File: src/rtl/lf_spi_cfg_pkg.sv
// lf_cfg_pkg: opcodes, reset constants and FSM states for the LF SPI config receiver
package lf_cfg_pkg;
  localparam logic [3:0] CMD_SET_CONF       = 4'h1;
  localparam logic [3:0] CMD_SET_DIVISOR    = 4'h2;
  localparam logic [3:0] CMD_SET_USER_BYTE1 = 4'h3;
  localparam logic [7:0] CONF_RESET     = 8'hE0;
  localparam logic [7:0] DIVISOR_RESET  = 8'd95;
  localparam logic [7:0] THRESH_DEFAULT = 8'd127;
  typedef enum logic [1:0] {IDLE, RECV, COMMIT} state_t;
endpackage

File: src/rtl/lf_spi_cfg_if.sv
// lf_spi_cfg_if: ARM SPI pins (spck, mosi, ncs from master; miso back to master)
interface lf_spi_cfg_if;
  logic spck;
  logic mosi;
  logic ncs;
  logic miso;
  modport master (output spck, mosi, ncs, input miso);
  modport slave (input spck, mosi, ncs, output miso);
endinterface

File: src/rtl/lf_sync.sv
// lf_sync: STAGES-deep single-bit synchronizer, async active-low reset to RST_VAL
// Ports: clk, rst_n, d (async input), q (synchronized output)
module lf_sync #(
  parameter int   STAGES  = 2,
  parameter logic RST_VAL = 1'b0
) (
  input  logic clk,
  input  logic rst_n,
  input  logic d,
  output logic q
);
  logic [STAGES-1:0] s;
  always_ff @(posedge clk or negedge rst_n)
    if (!rst_n) s <= {STAGES{RST_VAL}};
    else s <= {s[STAGES-2:0], d};
  assign q = s[STAGES-1];
endmodule

File: src/rtl/lf_spi_cfg.sv
// lf_spi_cfg: pck0-synchronous SPI config receiver for conf_word/divisor/user_byte1
// Ports: pck0, nrst (async active-low), spi (slave modport: spck/mosi/ncs in, miso out),
//   conf_word, major_mode, divisor, user_byte1 (config registers),
//   cfg_strobe (register update pulse), frame_err (discarded frame pulse).
// Macro LF_SPI_CFG_READBACK_EN builds the {conf_word, divisor} readback on miso.
module lf_spi_cfg
  import lf_cfg_pkg::*;
#(
  parameter int SYNC_STAGES = 2
) (
  input  logic         pck0,
  input  logic         nrst,
  lf_spi_cfg_if.slave  spi,
  output logic [7:0]   conf_word,
  output logic [2:0]   major_mode,
  output logic [7:0]   divisor,
  output logic [7:0]   user_byte1,
  output logic         cfg_strobe,
  output logic         frame_err
);
  localparam logic [1:0] SETTLE = 2'(SYNC_STAGES);
  logic spck_s, mosi_s, ncs_s, spck_h, ncs_h;
  logic [1:0] settle;
  logic armed;
  logic [15:0] rx;
  logic [4:0] bitcnt;
  state_t state, state_n;
  lf_sync #(.STAGES(SYNC_STAGES), .RST_VAL(1'b0)) u_spck (.clk(pck0), .rst_n(nrst), .d(spi.spck), .q(spck_s));
  lf_sync #(.STAGES(SYNC_STAGES), .RST_VAL(1'b0)) u_mosi (.clk(pck0), .rst_n(nrst), .d(spi.mosi), .q(mosi_s));
  lf_sync #(.STAGES(SYNC_STAGES), .RST_VAL(1'b1)) u_ncs  (.clk(pck0), .rst_n(nrst), .d(spi.ncs),  .q(ncs_s));
  always_ff @(posedge pck0 or negedge nrst)
    if (!nrst) begin
      spck_h <= 1'b0;
      ncs_h  <= 1'b1;
    end else begin
      spck_h <= spck_s;
      ncs_h  <= ncs_s;
    end
  wire spck_rise = spck_s & ~spck_h;
  wire ncs_fall  = ncs_h & ~ncs_s;
  wire ncs_rise  = ncs_s & ~ncs_h;
  // The synchronizer holds its reset value for SYNC_STAGES cycles after release;
  // only a real high sample of ncs arms frame reception, so a release with ncs
  // already low waits for a full high-then-low cycle.
  always_ff @(posedge pck0 or negedge nrst)
    if (!nrst) begin
      settle <= 2'd0;
      armed  <= 1'b0;
    end else begin
      if (settle != SETTLE) settle <= settle + 2'd1;
      armed <= armed | ((settle == SETTLE) & ncs_s);
    end
  always_ff @(posedge pck0 or negedge nrst)
    if (!nrst) state <= IDLE;
    else state <= state_n;
  always_comb begin
    state_n = state;
    unique case (state)
      IDLE:    state_n = (ncs_fall & armed) ? RECV : IDLE;
      RECV:    state_n = ncs_rise ? COMMIT : RECV;
      COMMIT:  state_n = IDLE;
      default: state_n = IDLE;
    endcase
  end
  // ~ncs_s also drops an spck rise seen in the same sample as the ncs rise
  wire start = (state == IDLE) & ncs_fall & armed;
  wire take  = (state == RECV) & spck_rise & ~ncs_s;
  always_ff @(posedge pck0 or negedge nrst)
    if (!nrst) begin
      rx     <= 16'd0;
      bitcnt <= 5'd0;
    end else if (start) begin
      bitcnt <= 5'd0;
    end else if (take) begin
      rx     <= {rx[14:0], mosi_s};
      bitcnt <= (bitcnt == 5'd17) ? bitcnt : bitcnt + 5'd1;
    end
  wire       commit = (state == COMMIT);
  wire       len_ok = (bitcnt == 5'd16);
  wire [3:0] op     = rx[15:12];
  wire       wr_cf  = commit & len_ok & (op == CMD_SET_CONF);
  wire       wr_dv  = commit & len_ok & (op == CMD_SET_DIVISOR);
  wire       wr_ub  = commit & len_ok & (op == CMD_SET_USER_BYTE1);
  always_ff @(posedge pck0 or negedge nrst)
    if (!nrst) begin
      conf_word  <= CONF_RESET;
      divisor    <= DIVISOR_RESET;
      user_byte1 <= THRESH_DEFAULT;
      cfg_strobe <= 1'b0;
      frame_err  <= 1'b0;
    end else begin
      if (wr_cf) conf_word <= rx[7:0];
      if (wr_dv) divisor <= rx[7:0];
      if (wr_ub | (wr_cf & (rx[7:0] == 8'h01))) user_byte1 <= wr_ub ? rx[7:0] : THRESH_DEFAULT;
      cfg_strobe <= wr_cf | wr_dv | wr_ub;
      frame_err  <= commit & ~len_ok;
    end
  assign major_mode = conf_word[7:5];
`ifdef LF_SPI_CFG_READBACK_EN
  logic [15:0] tx;
  wire spck_fall = spck_h & ~spck_s;
  always_ff @(posedge pck0 or negedge nrst)
    if (!nrst) tx <= 16'd0;
    else if (ncs_fall) tx <= {conf_word, divisor};
    else if (spck_fall & ~ncs_s) tx <= {tx[14:0], 1'b0};
  assign spi.miso = tx[15] & ~ncs_s;
`else
  assign spi.miso = 1'b0;
`endif
endmodule

File: src/flat_wrapper.sv
// flat-port wrapper written by rule: the top's interface ports become plain ports
module lf_spi_cfg_flat import lf_cfg_pkg::*;
#(
  parameter int SYNC_STAGES = 2
)
  (pck0, nrst, conf_word, major_mode, divisor, user_byte1, cfg_strobe, frame_err, spi_spck, spi_mosi, spi_ncs, spi_miso);
  lf_spi_cfg_if spi_i ();
  input  logic pck0;
  input  logic nrst;
  output logic [7:0] conf_word;
  output logic [2:0] major_mode;
  output logic [7:0] divisor;
  output logic [7:0] user_byte1;
  output logic cfg_strobe;
  output logic frame_err;
  input wire logic [$bits(spi_i.spck)-1:0] spi_spck;
  input wire logic [$bits(spi_i.mosi)-1:0] spi_mosi;
  input wire logic [$bits(spi_i.ncs)-1:0] spi_ncs;
  output wire logic [$bits(spi_i.miso)-1:0] spi_miso;
  assign spi_i.spck = spi_spck;
  assign spi_i.mosi = spi_mosi;
  assign spi_i.ncs = spi_ncs;
  assign spi_miso = spi_i.miso;
  lf_spi_cfg #(.SYNC_STAGES(SYNC_STAGES)) u_core (.pck0(pck0), .nrst(nrst), .spi(spi_i), .conf_word(conf_word), .major_mode(major_mode), .divisor(divisor), .user_byte1(user_byte1), .cfg_strobe(cfg_strobe), .frame_err(frame_err));
endmodule
File: config.mk
export PLATFORM = sky130hd
export DESIGN_NAME = lf_spi_cfg_flat
export DESIGN_NICKNAME = d
export VERILOG_FILES = /design/src/rtl/lf_spi_cfg_pkg.sv /design/src/rtl/lf_spi_cfg_if.sv /design/src/rtl/lf_sync.sv /design/src/rtl/lf_spi_cfg.sv /design/src/flat_wrapper.sv
export SDC_FILE = /design/constraint.sdc
export NUM_CORES = 1
export LEC_CHECK = 0
export BUFFER_PORTS_ARGS = -buffer_cell sky130_fd_sc_hd__buf_4
export CAP_MARGIN = 25
export CORE_MARGIN = 3
export CORE_UTILIZATION = 51
export CTS_CLUSTER_DIAMETER = 60
export DETAILED_ROUTE_END_ITERATION = 10
export GPL_TIMING_DRIVEN = 0
export HOLD_SLACK_MARGIN = 0.12
export PLACE_DENSITY_LB_ADDON = 0.1
export SLEW_MARGIN = 0
export SYNTH_ARGS = -nofsm -noshare
export SYNTH_HDL_FRONTEND = slang
export SYNTH_SLANG_ARGS = --single-unit
File: constraint.sdc
create_clock -name pck0 -period 1.7 [get_ports pck0]
set_input_delay 0.34 -clock pck0 [delete_from_list [all_inputs] [get_ports pck0]]
set_output_delay 0.34 -clock pck0 [all_outputs]
set_load 0.02 [all_outputs]
After elaboration in Yosys (flattened, before gate mapping). Cells that the tools add are included.

Bits in latches: 0. Output and inout port bits: 30. Memory bits (writable): 0. Register bits: 60. Memory bits (read-only): 0. Memories: 0. Logic and storage cells: 63.

Mux-type cells: 7. Reductions and logical operators: 4. Add/subtract/negate cells: 2. Equality and inequality tests: 11. Div/mod/pow operators: 0. $mul: 0. Bitwise logic cells: 24. Shifts and indexed selects: 0. Order comparisons: 0.

Operators with widths (count): $and 1x1->1 (15); $mux 5 (3); $eq 5x5->1 const B (2); $eq 4x2->1 const B (2); $eq 8x1->1 const B (1); $mux 8 (1); $add 5x1->5 const B (1); $not 1->1 (5); $eq 2x2->1 const B (2); $eq 4x1->1 const B (1); $or 1x1->1 (4); $pmux 2 s2 (1); $reduce_and 2->1 (2); $add 2x1->2 const B (1); $eq 2x1->1 const B (1); $logic_not 2->1 (1); $mux 2 (1); $ne 2x1->1 const B (1); $ne 2x2->1 const B (1); $reduce_bool 2->1 (1); $mux 1 (1).

Depth between registers and ports, before layout.
Depth after elaboration: 6. Gate-level depth with buffers: 6.

Hierarchy. Synthesis repeated with hierarchy kept, for this count alone.

Cells, all modules: 184. Area total of the unflattened synthesis: 2552.4 µm².

Modules (own cells, without submodules): lf_spi_cfg (times used 1, area an instance 2399.8 µm², cells an instance 178); lf_sync at u_core.u_mosi ... (times used 2, area an instance 50.0 µm², cells an instance 2); lf_sync at u_core.u_ncs (times used 1, area an instance 52.6 µm², cells an instance 2).

Worst setup path after synthesis. Ideal clock, no wire load.

Path type: reg2reg. Start point: register u_core.bitcnt[0]. End point: register u_core.user_byte1[7]. Period minus slack after synthesis: 1623 ps. Stages on the path, launching flop included: 7. Library setup time: 126 ps. Arrival time: 1497 ps. Setup slack: 77 ps. Buffers on the path: 1. Cell sequence: dfrtp_1 > inv_1 > ha_1 > and4bb_2 > and2_1 > buf_2 > a221o_1.

Cells in the longest elaborated chain, start to end: 5. Elaborated cells on any way between the ends: 7. Classes of those cells: eq/ne: 1; mux: 1; bitwise: 5.

Ends and longest elaborated chain: start: declaration (line lf_spi_cfg.sv:26) `logic [4:0] bitcnt;`; start signal: assignment (line lf_spi_cfg.sv:76) `bitcnt <= (bitcnt == 5'd17) ? bitcnt : bitcnt + 5'd1;`; $eq 5x5->1 (*) (line lf_spi_cfg.sv:79) `wire len_ok = (bitcnt == 5'd16);`; $and 1x1->1 (*) (line lf_spi_cfg.sv:81, lf_spi_cfg.sv:83); $and 1x1->1 (line lf_spi_cfg.sv:81) `wire wr_cf = commit & len_ok & (op == CMD_SET_CONF);`; $and 1x1->1 (line lf_spi_cfg.sv:94) `if (wr_ub | (wr_cf & (rx[7:0] == 8'h01))) user_byte1 <= wr_ub ? rx[7:0] : THRESH_DEFAULT;`; $or 1x1->1 (line lf_spi_cfg.sv:94); end signal: assignment (line lf_spi_cfg.sv:94); end: declaration (line lf_spi_cfg.sv:17) `output logic [7:0] user_byte1,`.

Every way passes the cells marked *; elsewhere a longest branch is shown, timed or not. A chain may end at the register's enable or synchronous reset.

Final worst setup path.
Start point: register u_core.bitcnt[1]. End point: register u_core.conf_word[3].

Cells in the longest elaborated chain, start to end: 3.

Ends and longest elaborated chain: $eq 5x5->1 (line lf_spi_cfg.sv:79); $and 1x1->1 (2 in series) (line lf_spi_cfg.sv:81); end signal: assignment (line lf_spi_cfg.sv:92) `if (wr_cf) conf_word <= rx[7:0];`; end: declaration (line lf_spi_cfg.sv:14) `output logic [7:0] conf_word,`.

Every way passes these cells.

==> results.toml <==
[detailed_routing]
routed-via-count = 1655
firstDrtPassIters = 4
drtAntennaViolNets = 0
drt_iter0_markers = 152
wire_per_inst_um = 16.1
wirelength_um = 4980
drc = 0
vias_per_cell = 5.36

[timing]
drv_slew = 0
relSlewSlack_pct = 51.7
rsz0062_at_grt = "yes"
setup_viol = 0
max_slew.worst_pin.slew_ns = 0.725
hold_viol_final = 0
period_needed_ns = 1.69
setup_slack_ns = 0.0116
holdWs_ns = 0.348
clock_skew_ns = 0.00840
setup-tns-final_ns = 0
fmax_mhz = 592
min_period_over_period_pct = 99.3

[pwr]
finalPower_mw = 3.37
peakVddDrop_uv = 688
powerDensity_nw_per_um2 = 1040
leakage_nw = 1.57

[cts]
cts.sinks = 60
cts_buffer_depth = 2
htree_levels = 3
cts_buffers = 9
insertion_delay_ns = 0.33
cts_tree = "yes"
path_clk_slew_ns = 0.07
cts_root_buf = "clkbuf_8"

[final_layout]
areaGrowthSynthToFinish_pct = 25.8
nets = 247
regArea_um2 = 1530
fin_cells = 309
final_util_pct = 67.4
fin_area_um2 = 3250
diodes = 0
nFillCells = 374
multi_input_area_um2 = 998
drive_above_1_share_pct = 50.8

[die]
die_y_um = 77.2
coreArea_um2 = 4820
fp-row-count = 25
fp.dieW_um = 77.2
initial_core_util_pct = 53.6
ioPinCount = 35
die_area_um2 = 5950

[yosys]
synth_edf_count = 0
yosysUniqueCellTypes = 39
ys_seq_area_share_pct = 59.1
ys.warnings.count = 0
yosysMostFrequentCell = "dfrtp_1"
ys.flop_type = "dfrtp_1"
syn_nets = 195
avgSynthCellArea_um2 = 13.9
syn_area_um2 = 2580
synthTopCellsByArea = "dfrtp_1 (40%), dfstp_2 (19%), mux2_2 (14%)"
synth_cells = 186
yosysTopAreaCellShare_pct = 39.7
async_flop_share_pct = 100
ys_seq_elements = 60
yosys-top-cells-count = "dfrtp_1 (41), mux2_2 (32), dfstp_2 (19)"
yosysTopAreaCell = "dfrtp_1"

[placed_design]
hpwl_um = 3290
place_ws_ns = -0.0597
dp.cells = 286
placement.cell_area_um2 = 2910
io_buffers = 33
gp_congestion = 0.829

[global_routing]
met3_usage_pct = 5.63
antenna_found_initial = 0
grt_pass1_wl_um = 8220
grt_pass1_vias = 1674
gr-usage-met2_pct = 28.1
grt_usage_pct = 17.8
overflow = 0
grt_start_max_net_pins = 61
use_met1_pct = 23.0
grt_busiest_layer = "met2"

[min_path]
min_path_type = "register to register"
min_path_cells = 0

[critical_path]
cp_max_fo = 8
path_cells = "inv_2 -> ha_4 -> and4bb_4 -> nand4b_4 -> mux2_4"
critPathKind = "register to register"
crit_arrival_ns = 1.89
cp-start-kind = "register"
critPathSlowestCell = "dfrtp_1"
slowest_delay_ns = 0.40
crit_path_end_kind = "register"
cp.required_ns = 1.90
ff2ff_path_depth = 5

[run]
max_cap_viol_count = 0

[status]
status = "completed"
[path summary, 6_finish.rpt]
path / start / to / slack [ns]
max reg2reg: u_core.bitcnt[1] / u_core.conf_word[3] / 0.01
min in group asynchronous: nrst / u_core.bitcnt[4] / 0.62
min: u_core.u_spck.s[0] / u_core.u_spck.s[1] / 0.35
max: u_core.bitcnt[1] / u_core.conf_word[3] / 0.01
min reg2reg: u_core.u_spck.s[0] / u_core.u_spck.s[1] / 0.35
max in group asynchronous: nrst / u_core.rx[4] / 0.60
[layout make-up]
cell class              count  share of cell area, %
plain buffers               9                   1.89
clock buffers              10                   3.93
clock inverters             5                   2.39
inverters                  12                   1.39
multi-input cells         104                   30.7
flip-flops and latches     60                   47.0
well taps                  67                   2.58
repair buffers             42                   10.1
[cells in the final DEF (no fill, tap or decap), drive strengths merged, types with 3 or more instances in the layout]
cell type    count
a211oi           7
a21oi            4
a221oi           7
buf             45
clkbuf          12
dfrtp           41
dfstp           19
dlygate4sd3      4
ha               4
inv             12
mux2            32
mux2i            3
nand2            4
nor2             9
o21ai            4
[routing by layer]
layer,wire (um),vias up
li1,-,773
met1,2210,837
met3,198,8
met5,0,-
met4,59,0
met2,2520,37
[repair_timing]
item | CTS | global route
hold buffers | 4 | 0
endpoints found under the setup margin | 27 | 26
endpoints found under the hold margin | 44 | 0
pin swaps | 2 | 1
buffers inserted | 3 | 2
gates resized for setup | 4 | 9
[flip-flops by register name, indices dropped and copies added (netlist names)]
signal,count
u_core.conf_word,8
u_core.u_spck.s,2
u_core.spck_h,1
u_core.rx,16
u_core.settle,2
u_core.cfg_strobe,1
u_core.u_ncs.s,2
u_core.u_mosi.s,2
u_core.frame_err,1
u_core.state,2
u_core.armed,1
u_core.user_byte1,8
u_core.bitcnt,5
u_core.ncs_h,1
u_core.divisor,8
[cells by family after synthesis]
| family | Yosys count | share of synthesized area (%) |
|---|---|---|
| other | 1 | 0.145 |
| adders and majority gates | 4 | 1.94 |
| xor gates and xnor gates | 1 | 0.339 |
| buffers and inverters | 22 | 4.46 |
| DFF | 60 | 59.1 |
| and+or+nand+nor | 35 | 11.1 |
| muxes | 35 | 15.1 |
| AOI/OAI and AO/OA | 28 | 7.85 |
[power breakdown]
group / switching (mW) / internal [mW]
clock: 0.522 / 0.812
sequential: 0.107 / 1.51
combinational: 0.209 / 0.209
[worst max-delay path, delay by kind of cell (launching register included)]
kind	cells	cell delay, ns
flops	1	0.40
buf+inv	1	0.09
mux	1	0.37
simple gates	2	0.58
fa+ha+maj	1	0.12
No activity file was read; power rests on OpenSTA's default activity.
